## src/rtl/wb_axilite_bridge_if.sv

```systemverilog
// Bus bundle between a qualified Wishbone request port and an AXI4-Lite register slave.
// The bridge uses the slave modport; the surrounding environment uses the master modport.
interface wb_axilite_bridge_if #(
    parameter int pADDR_WIDTH = 12,
    parameter int pDATA_WIDTH = 32
);
    localparam int STRB_W = pDATA_WIDTH / 8;

    logic [31:0]             wbs_adr_i;
    logic                    wb_valid;
    logic                    wbs_we_i;
    logic [STRB_W-1:0]       wbs_sel_i;
    logic [pDATA_WIDTH-1:0]  wbs_dat_i;
    logic                    wb_ready;
    logic                    wb_err;
    logic [pDATA_WIDTH-1:0]  wbs_dat_o;

    logic                    awvalid;
    logic                    awready;
    logic [pADDR_WIDTH-1:0]  awaddr;
    logic                    wvalid;
    logic                    wready;
    logic [pDATA_WIDTH-1:0]  wdata;
    logic [STRB_W-1:0]       wstrb;
    logic                    bvalid;
    logic                    bready;
    logic [1:0]              bresp;
    logic                    arvalid;
    logic                    arready;
    logic [pADDR_WIDTH-1:0]  araddr;
    logic                    rvalid;
    logic                    rready;
    logic [pDATA_WIDTH-1:0]  rdata;
    logic [1:0]              rresp;

    // Bridge side: Wishbone slave, AXI-Lite master.
    modport slave (
        input  wbs_adr_i, wb_valid, wbs_we_i, wbs_sel_i, wbs_dat_i,
        output wb_ready, wb_err, wbs_dat_o,
        output awvalid, awaddr, wvalid, wdata, wstrb, bready, arvalid, araddr, rready,
        input  awready, wready, bvalid, bresp, arready, rvalid, rdata, rresp
    );

    modport master (
        output wbs_adr_i, wb_valid, wbs_we_i, wbs_sel_i, wbs_dat_i,
        input  wb_ready, wb_err, wbs_dat_o,
        input  awvalid, awaddr, wvalid, wdata, wstrb, bready, arvalid, araddr, rready,
        output awready, wready, bvalid, bresp, arready, rvalid, rdata, rresp
    );
endinterface

```

## src/rtl/wb_axilite_bridge.sv

```systemverilog
// Wishbone-slave to AXI4-Lite-master bridge, one outstanding transaction, registered ack.
// Optional per-transaction timeout is enabled by defining WB_AXIL_TIMEOUT_EN.
module wb_axilite_bridge #(
    parameter int pADDR_WIDTH = 12,
    parameter int pDATA_WIDTH = 32,
    parameter int pTIMEOUT    = 255
) (
    input logic clk,
    input logic rst,
    wb_axilite_bridge_if.slave bus
);
    localparam int STRB_W = pDATA_WIDTH / 8;

    typedef enum logic [2:0] {
        IDLE,
        WR_REQ,
        WR_RESP,
        RD_REQ,
        RD_RESP,
        ACK
    } state_t;

    state_t state;
    state_t state_nxt;

    logic                   aw_done;
    logic                   w_done;
    logic                   aw_hs;
    logic                   w_hs;
    logic                   timeout;
    logic [pADDR_WIDTH-1:0] awaddr_q;
    logic [pADDR_WIDTH-1:0] araddr_q;
    logic [pDATA_WIDTH-1:0] wdata_q;
    logic [STRB_W-1:0]      wstrb_q;
    logic [pDATA_WIDTH-1:0] rdata_q;
    logic                   err_q;
    logic                   unused_bits;

    assign aw_hs = bus.awvalid & bus.awready;
    assign w_hs  = bus.wvalid & bus.wready;

`ifdef WB_AXIL_TIMEOUT_EN
    localparam int CNT_W = $clog2(pTIMEOUT + 1);

    logic [CNT_W-1:0] tmo_cnt;
    logic             busy;

    assign busy = (state == WR_REQ) || (state == WR_RESP) ||
                  (state == RD_REQ) || (state == RD_RESP);

    always_ff @(posedge clk) begin
        if (rst || !busy) begin
            tmo_cnt <= '0;
        end else begin
            tmo_cnt <= tmo_cnt + CNT_W'(1);
        end
    end

    // Fires on the last of the pTIMEOUT busy cycles, so ACK lands one cycle later.
    assign timeout = busy && (tmo_cnt == CNT_W'(pTIMEOUT - 1));
`else
    assign timeout = 1'b0;
`endif

    always_ff @(posedge clk) begin
        if (rst) begin
            state <= IDLE;
        end else begin
            state <= state_nxt;
        end
    end

    always_comb begin
        state_nxt = state;
        case (state)
            IDLE: begin
                if (bus.wb_valid) begin
                    state_nxt = bus.wbs_we_i ? WR_REQ : RD_REQ;
                end
            end
            WR_REQ: begin
                if ((aw_done || aw_hs) && (w_done || w_hs)) begin
                    state_nxt = WR_RESP;
                end
            end
            WR_RESP: begin
                if (bus.bvalid) begin
                    state_nxt = ACK;
                end
            end
            RD_REQ: begin
                if (bus.arready) begin
                    state_nxt = RD_RESP;
                end
            end
            RD_RESP: begin
                if (bus.rvalid) begin
                    state_nxt = ACK;
                end
            end
            ACK:     state_nxt = IDLE;
            default: state_nxt = IDLE;
        endcase
        if (timeout) begin
            state_nxt = ACK;
        end
    end

    // AW and W complete independently; remember which one finished first.
    always_ff @(posedge clk) begin
        if (rst || (state != WR_REQ)) begin
            aw_done <= 1'b0;
            w_done  <= 1'b0;
        end else begin
            if (aw_hs) begin
                aw_done <= 1'b1;
            end
            if (w_hs) begin
                w_done <= 1'b1;
            end
        end
    end

    always_ff @(posedge clk) begin
        if (rst) begin
            awaddr_q <= '0;
            araddr_q <= '0;
            wdata_q  <= '0;
            wstrb_q  <= '0;
            rdata_q  <= '0;
            err_q    <= 1'b0;
        end else begin
            if ((state == IDLE) && bus.wb_valid) begin
                awaddr_q <= bus.wbs_adr_i[pADDR_WIDTH-1:0];
                araddr_q <= bus.wbs_adr_i[pADDR_WIDTH-1:0];
                wdata_q  <= bus.wbs_dat_i;
                wstrb_q  <= bus.wbs_sel_i;
                rdata_q  <= '0;
                err_q    <= 1'b0;
            end
            if (timeout) begin
                rdata_q <= '0;
                err_q   <= 1'b1;
            end else if ((state == WR_RESP) && bus.bvalid) begin
                err_q <= bus.bresp[1];
            end else if ((state == RD_RESP) && bus.rvalid) begin
                rdata_q <= bus.rdata;
                err_q   <= bus.rresp[1];
            end
        end
    end

    // Every handshake output is a decode of registered state, so none glitch on slave inputs.
    always_comb begin
        bus.awvalid   = (state == WR_REQ) && !aw_done;
        bus.wvalid    = (state == WR_REQ) && !w_done;
        bus.bready    = (state == WR_RESP);
        bus.arvalid   = (state == RD_REQ);
        bus.rready    = (state == RD_RESP);
        bus.awaddr    = awaddr_q;
        bus.araddr    = araddr_q;
        bus.wdata     = wdata_q;
        bus.wstrb     = wstrb_q;
        bus.wb_ready  = (state == ACK);
        bus.wb_err    = (state == ACK) && err_q;
        bus.wbs_dat_o = (state == ACK) ? rdata_q : '0;
    end

    assign unused_bits = ^{bus.wbs_adr_i[31:pADDR_WIDTH], bus.bresp[0], bus.rresp[0],
                           (pTIMEOUT == 0)};

endmodule

```

## src/flat_wrapper.sv

```systemverilog
// flat-port wrapper written by rule: the top's interface ports become plain ports
module wb_axilite_bridge_flat 
#(
    parameter int pADDR_WIDTH = 12,
    parameter int pDATA_WIDTH = 32,
    parameter int pTIMEOUT    = 255
)
  (clk, rst, bus_wbs_adr_i, bus_wb_valid, bus_wbs_we_i, bus_wbs_sel_i, bus_wbs_dat_i, bus_wb_ready, bus_wb_err, bus_wbs_dat_o, bus_awvalid, bus_awaddr, bus_wvalid, bus_wdata, bus_wstrb, bus_bready, bus_arvalid, bus_araddr, bus_rready, bus_awready, bus_wready, bus_bvalid, bus_bresp, bus_arready, bus_rvalid, bus_rdata, bus_rresp);
  wb_axilite_bridge_if #(.pADDR_WIDTH(pADDR_WIDTH), .pDATA_WIDTH(pDATA_WIDTH)) bus_i ();
  input logic clk;
  input logic rst;
  input wire logic [$bits(bus_i.wbs_adr_i)-1:0] bus_wbs_adr_i;
  input wire logic [$bits(bus_i.wb_valid)-1:0] bus_wb_valid;
  input wire logic [$bits(bus_i.wbs_we_i)-1:0] bus_wbs_we_i;
  input wire logic [$bits(bus_i.wbs_sel_i)-1:0] bus_wbs_sel_i;
  input wire logic [$bits(bus_i.wbs_dat_i)-1:0] bus_wbs_dat_i;
  output wire logic [$bits(bus_i.wb_ready)-1:0] bus_wb_ready;
  output wire logic [$bits(bus_i.wb_err)-1:0] bus_wb_err;
  output wire logic [$bits(bus_i.wbs_dat_o)-1:0] bus_wbs_dat_o;
  output wire logic [$bits(bus_i.awvalid)-1:0] bus_awvalid;
  output wire logic [$bits(bus_i.awaddr)-1:0] bus_awaddr;
  output wire logic [$bits(bus_i.wvalid)-1:0] bus_wvalid;
  output wire logic [$bits(bus_i.wdata)-1:0] bus_wdata;
  output wire logic [$bits(bus_i.wstrb)-1:0] bus_wstrb;
  output wire logic [$bits(bus_i.bready)-1:0] bus_bready;
  output wire logic [$bits(bus_i.arvalid)-1:0] bus_arvalid;
  output wire logic [$bits(bus_i.araddr)-1:0] bus_araddr;
  output wire logic [$bits(bus_i.rready)-1:0] bus_rready;
  input wire logic [$bits(bus_i.awready)-1:0] bus_awready;
  input wire logic [$bits(bus_i.wready)-1:0] bus_wready;
  input wire logic [$bits(bus_i.bvalid)-1:0] bus_bvalid;
  input wire logic [$bits(bus_i.bresp)-1:0] bus_bresp;
  input wire logic [$bits(bus_i.arready)-1:0] bus_arready;
  input wire logic [$bits(bus_i.rvalid)-1:0] bus_rvalid;
  input wire logic [$bits(bus_i.rdata)-1:0] bus_rdata;
  input wire logic [$bits(bus_i.rresp)-1:0] bus_rresp;
  assign bus_i.wbs_adr_i = bus_wbs_adr_i;
  assign bus_i.wb_valid = bus_wb_valid;
  assign bus_i.wbs_we_i = bus_wbs_we_i;
  assign bus_i.wbs_sel_i = bus_wbs_sel_i;
  assign bus_i.wbs_dat_i = bus_wbs_dat_i;
  assign bus_wb_ready = bus_i.wb_ready;
  assign bus_wb_err = bus_i.wb_err;
  assign bus_wbs_dat_o = bus_i.wbs_dat_o;
  assign bus_awvalid = bus_i.awvalid;
  assign bus_awaddr = bus_i.awaddr;
  assign bus_wvalid = bus_i.wvalid;
  assign bus_wdata = bus_i.wdata;
  assign bus_wstrb = bus_i.wstrb;
  assign bus_bready = bus_i.bready;
  assign bus_arvalid = bus_i.arvalid;
  assign bus_araddr = bus_i.araddr;
  assign bus_rready = bus_i.rready;
  assign bus_i.awready = bus_awready;
  assign bus_i.wready = bus_wready;
  assign bus_i.bvalid = bus_bvalid;
  assign bus_i.bresp = bus_bresp;
  assign bus_i.arready = bus_arready;
  assign bus_i.rvalid = bus_rvalid;
  assign bus_i.rdata = bus_rdata;
  assign bus_i.rresp = bus_rresp;
  wb_axilite_bridge #(.pADDR_WIDTH(pADDR_WIDTH), .pDATA_WIDTH(pDATA_WIDTH), .pTIMEOUT(pTIMEOUT)) u_core (.clk(clk), .rst(rst), .bus(bus_i));
endmodule
```

## config.mk

```make
export PLATFORM = sky130hd
export DESIGN_NAME = wb_axilite_bridge_flat
export DESIGN_NICKNAME = d
export VERILOG_FILES = /design/src/rtl/wb_axilite_bridge_if.sv /design/src/rtl/wb_axilite_bridge.sv /design/src/flat_wrapper.sv
export SDC_FILE = /design/constraint.sdc
export NUM_CORES = 1
export LEC_CHECK = 0
export BUFFER_PORTS_ARGS = -buffer_cell sky130_fd_sc_hd__buf_2
export CELL_PAD_IN_SITES_DETAIL_PLACEMENT = 1
export CELL_PAD_IN_SITES_GLOBAL_PLACEMENT = 1
export CORE_ASPECT_RATIO = 0.9
export CORE_MARGIN = 4
export CORE_UTILIZATION = 30
export DETAILED_ROUTE_END_ITERATION = 12
export PLACE_DENSITY_LB_ADDON = 0.2
export SETUP_SLACK_MARGIN = 0.15
export SKIP_LAST_GASP = 1
export SYNTH_ARGS = -nofsm -noshare
export SYNTH_HDL_FRONTEND = slang
export SYNTH_SLANG_ARGS = --single-unit
export TNS_END_PERCENT = 5
```

## constraint.sdc

```tcl
create_clock -name clk -period 2.7 [get_ports clk]
set_clock_uncertainty 0.15 [all_clocks]
set_input_delay 0 -clock clk [delete_from_list [all_inputs] [get_ports clk]]
set_output_delay 0 -clock clk [all_outputs]
set_load 0.05 [all_outputs]
```

==> impl_metrics.ini <==
[grt]
antenna_found_initial = 0
grt_overflow = 0
grt_pass1_wl_um = 21000
grt_start_max_net_pins = 45
grt_usage = 0.189
grt_pass1_vias = 4260

[detailed_routing]
vias = 3979
met2_length_um = 6530
route.met3.wl_um = 856
dr.pass1.iters = 4
drt_iter0_markers = 199
drt-met1-wl_um = 5230
final_antenna_net_count = 0
wl_per_cell_um = 15.1
route.detailed.drc = 0
maxUsedRoutingLayer = met4
wl_um = 13000
viasPerCell = 4.62

[floorplanning]
die_h_um = 112
dieArea_um2 = 13700
ios = 212
row_count = 37
dieWidth_um = 123
coreArea_um2 = 11500
initial_utilization = 0.310

[final_layout]
diodes = 0
area_growth_pct = 60.8
regArea_um2 = 1720
fillers = 1439
multi_input_area_um2 = 1540
drive_gt1_frac = 0.312
finish.net_count = 813

[sta]
fin_crit_ns = 2.18
rsz0062_at_grt = no
maxSlewHeadroom = 0.511
worstMarginPinSlew_ns = 0.734
setup_viol = 0
drv_slew = 0
post-route-period-util = 0.808
setup_tns_ns = 0
hold_violations = 0
fmax_ghz = 0.458

[pwr]
max-vdd-ir-drop_mv = 0.347
p_leak_nw = 2.60
power_mw = 3.86
power_per_cell_area_nw_per_um2 = 671

[synth]
avgSynthCellArea_um2 = 7.98
synth_mux_area_frac = 0.00875
synth_cell_types = 27
synthSimpleGateAreaFrac = 0.289
synth_cells = 448
synth_area_um2 = 3570
synth_compound_area_frac = 0.130
synthTopCellsByArea = dfxtp_1 48%, nand2_1 14%, a21oi_1 12%, and2_1 6.1%, buf_4 5.3%
synthAdderAreaFrac = 0
synth_warnings = 0
synth_fp_nets = 561
ys_ff_latch = 86
synth-xor-area-share = 0
synth_top_family_by_area = simple AND/OR/NAND/NOR gates
ys_seq_area_frac = 0.482
yosysTopAreaCell = dfxtp_1
synth.top_cell.area_share = 0.482

[critical_path]
critPathArrivalTime_ns = 2.03
critPathKind = reg2out
cp_max_fo = 34
endpoint_kind = output port
critPathLaunchType = flip-flop
reg2reg_slack_ns = 0.54
cp.required_ns = 2.55

[clock_network]
clk-insertion-delay-late_ns = 0.34
clk_pin_slew_worst_paths_ns = 0.06
cts_buffers = 9
cts_sinks = 86
htree_levels = 3
clockBufferDepth = 2
cts_resized = 0
clockRootBuffer = clkbuf_16
cts_setup_buffers = 0
cts_tree = done

[placement]
globalplace.congestion = 0.747
hpwl_um = 8160
portBuffers = 189

[job]
cap_violations = 0

[hold_path]
hold_class = in2reg

[run_status]
outcome = finished clean
[synth_stat cells, drive strengths merged]
library cell and count:
o311ai 1, nand2 133, a21oi 83, nand2b 1
mux2i 2, dfxtp 86, a211oi 1, nand3 34
nor4b 2, nand3b 1, nor3b 1, mux2 1
buf 35, nor4 2, inv 1, o22ai 1
a21o 1, and2 35, a31oi 2, and4bb 1
nor2 9, clkbuf 14, and3 1
[sequential cells by signal, indices dropped and copies added, names as in the netlist]
signal             count
u_core.aw_done         1
u_core.bus.araddr     12
u_core.bus.wdata      32
u_core.bus.wstrb       4
u_core.err_q           1
u_core.rdata_q        32
u_core.state           3
u_core.w_done          1
[worst max-delay path, stage by stage, from the launching register on]
cell and delay (ns):
dfxtp_1 0.70, nand2_1 0.13, nor2_2 0.09, buf_4 0.29, and2_1 0.20, buf_2 0.27
[layer usage]
layer / GRT usage / vias up
met5: 0 / -
met4: 0.0753 / 0
met3: 0.0549 / 30
met2: 0.338 / 126
met1: 0.209 / 1866
li1: - / 1957
[per-stage QoR]
stage	instance area, um^2	hold slack, ns	worst slack, ns	util	std cells
after floorplan	3570	-0.0140	0.872	-	448
after global placement	4500	0.0901	0.714	0.390	753
after detailed placement	4500	0.0984	0.635	0.390	753
after CTS	5750	0.0746	0.496	0.499	861
after global routing	5750	0.110	0.342	0.499	861
final	5750	0.0789	0.518	0.499	861
[cells by family (layout without fill, tap and decap cells)]
logic type	count (synthesis)	count (layout)
buffers and inverters	50	307
AOI/OAI and AO/OA	89	89
DFF	86	86
and+or+nand+nor	220	220
muxes	3	3
[where the power goes]
part           total, mW  internal [mW]  switching [mW]
clock               1.39          0.904           0.487
sequential          1.44           1.36          0.0755
combinational       1.03          0.329           0.702
total               3.86           2.59            1.27
[cell usage in the layout, fill, tap and decap left out, types with 3 or more instances in the layout]
| master | synthesis | routed |
|---|---|---|
| buf_2 | 5 | 189 |
| nand2_1 | 133 | 133 |
| dlygate4sd3_1 | 0 | 92 |
| dfxtp_1 | 86 | 86 |
| a21oi_1 | 83 | 83 |
| and2_1 | 35 | 35 |
| nand3_1 | 34 | 34 |
| clkbuf_16 | 0 | 9 |
| nor2_1 | 7 | 7 |
| buf_4 | 25 | 7 |
| clkbuf_1 | 14 | 3 |
| bufinv_16 | 0 | 3 |
[path summary, 6_finish.rpt]
kind,start,cells past startpoint,endpoint
worst max-delay path,u_core.state[0],5,bus_wb_err
worst min-delay path,bus_rvalid,5,u_core.state[0]
worst max register to register,u_core.state[0],4,u_core.state[2]
worst min register to register,u_core.bus.wdata[4],2,u_core.bus.wdata[4]
[what timing repair did]
action	in CTS	in global routing
endpoints found under the setup margin	0	0
hold endpoints to repair	85	0
hold buffers	92	0
[cell type report]
| cell class | count | area share |
|---|---|---|
| multi-input combinational | 312 | 0.267 |
| tap | 156 | 0.0340 |
| inverter | 1 | 0.000653 |
| clock buffer | 12 | 0.0411 |
| sequential | 86 | 0.300 |
| clock inverter | 4 | 0.0165 |
| timing repair buffer | 290 | 0.341 |
No activity file was read; power rests on OpenSTA's default activity.
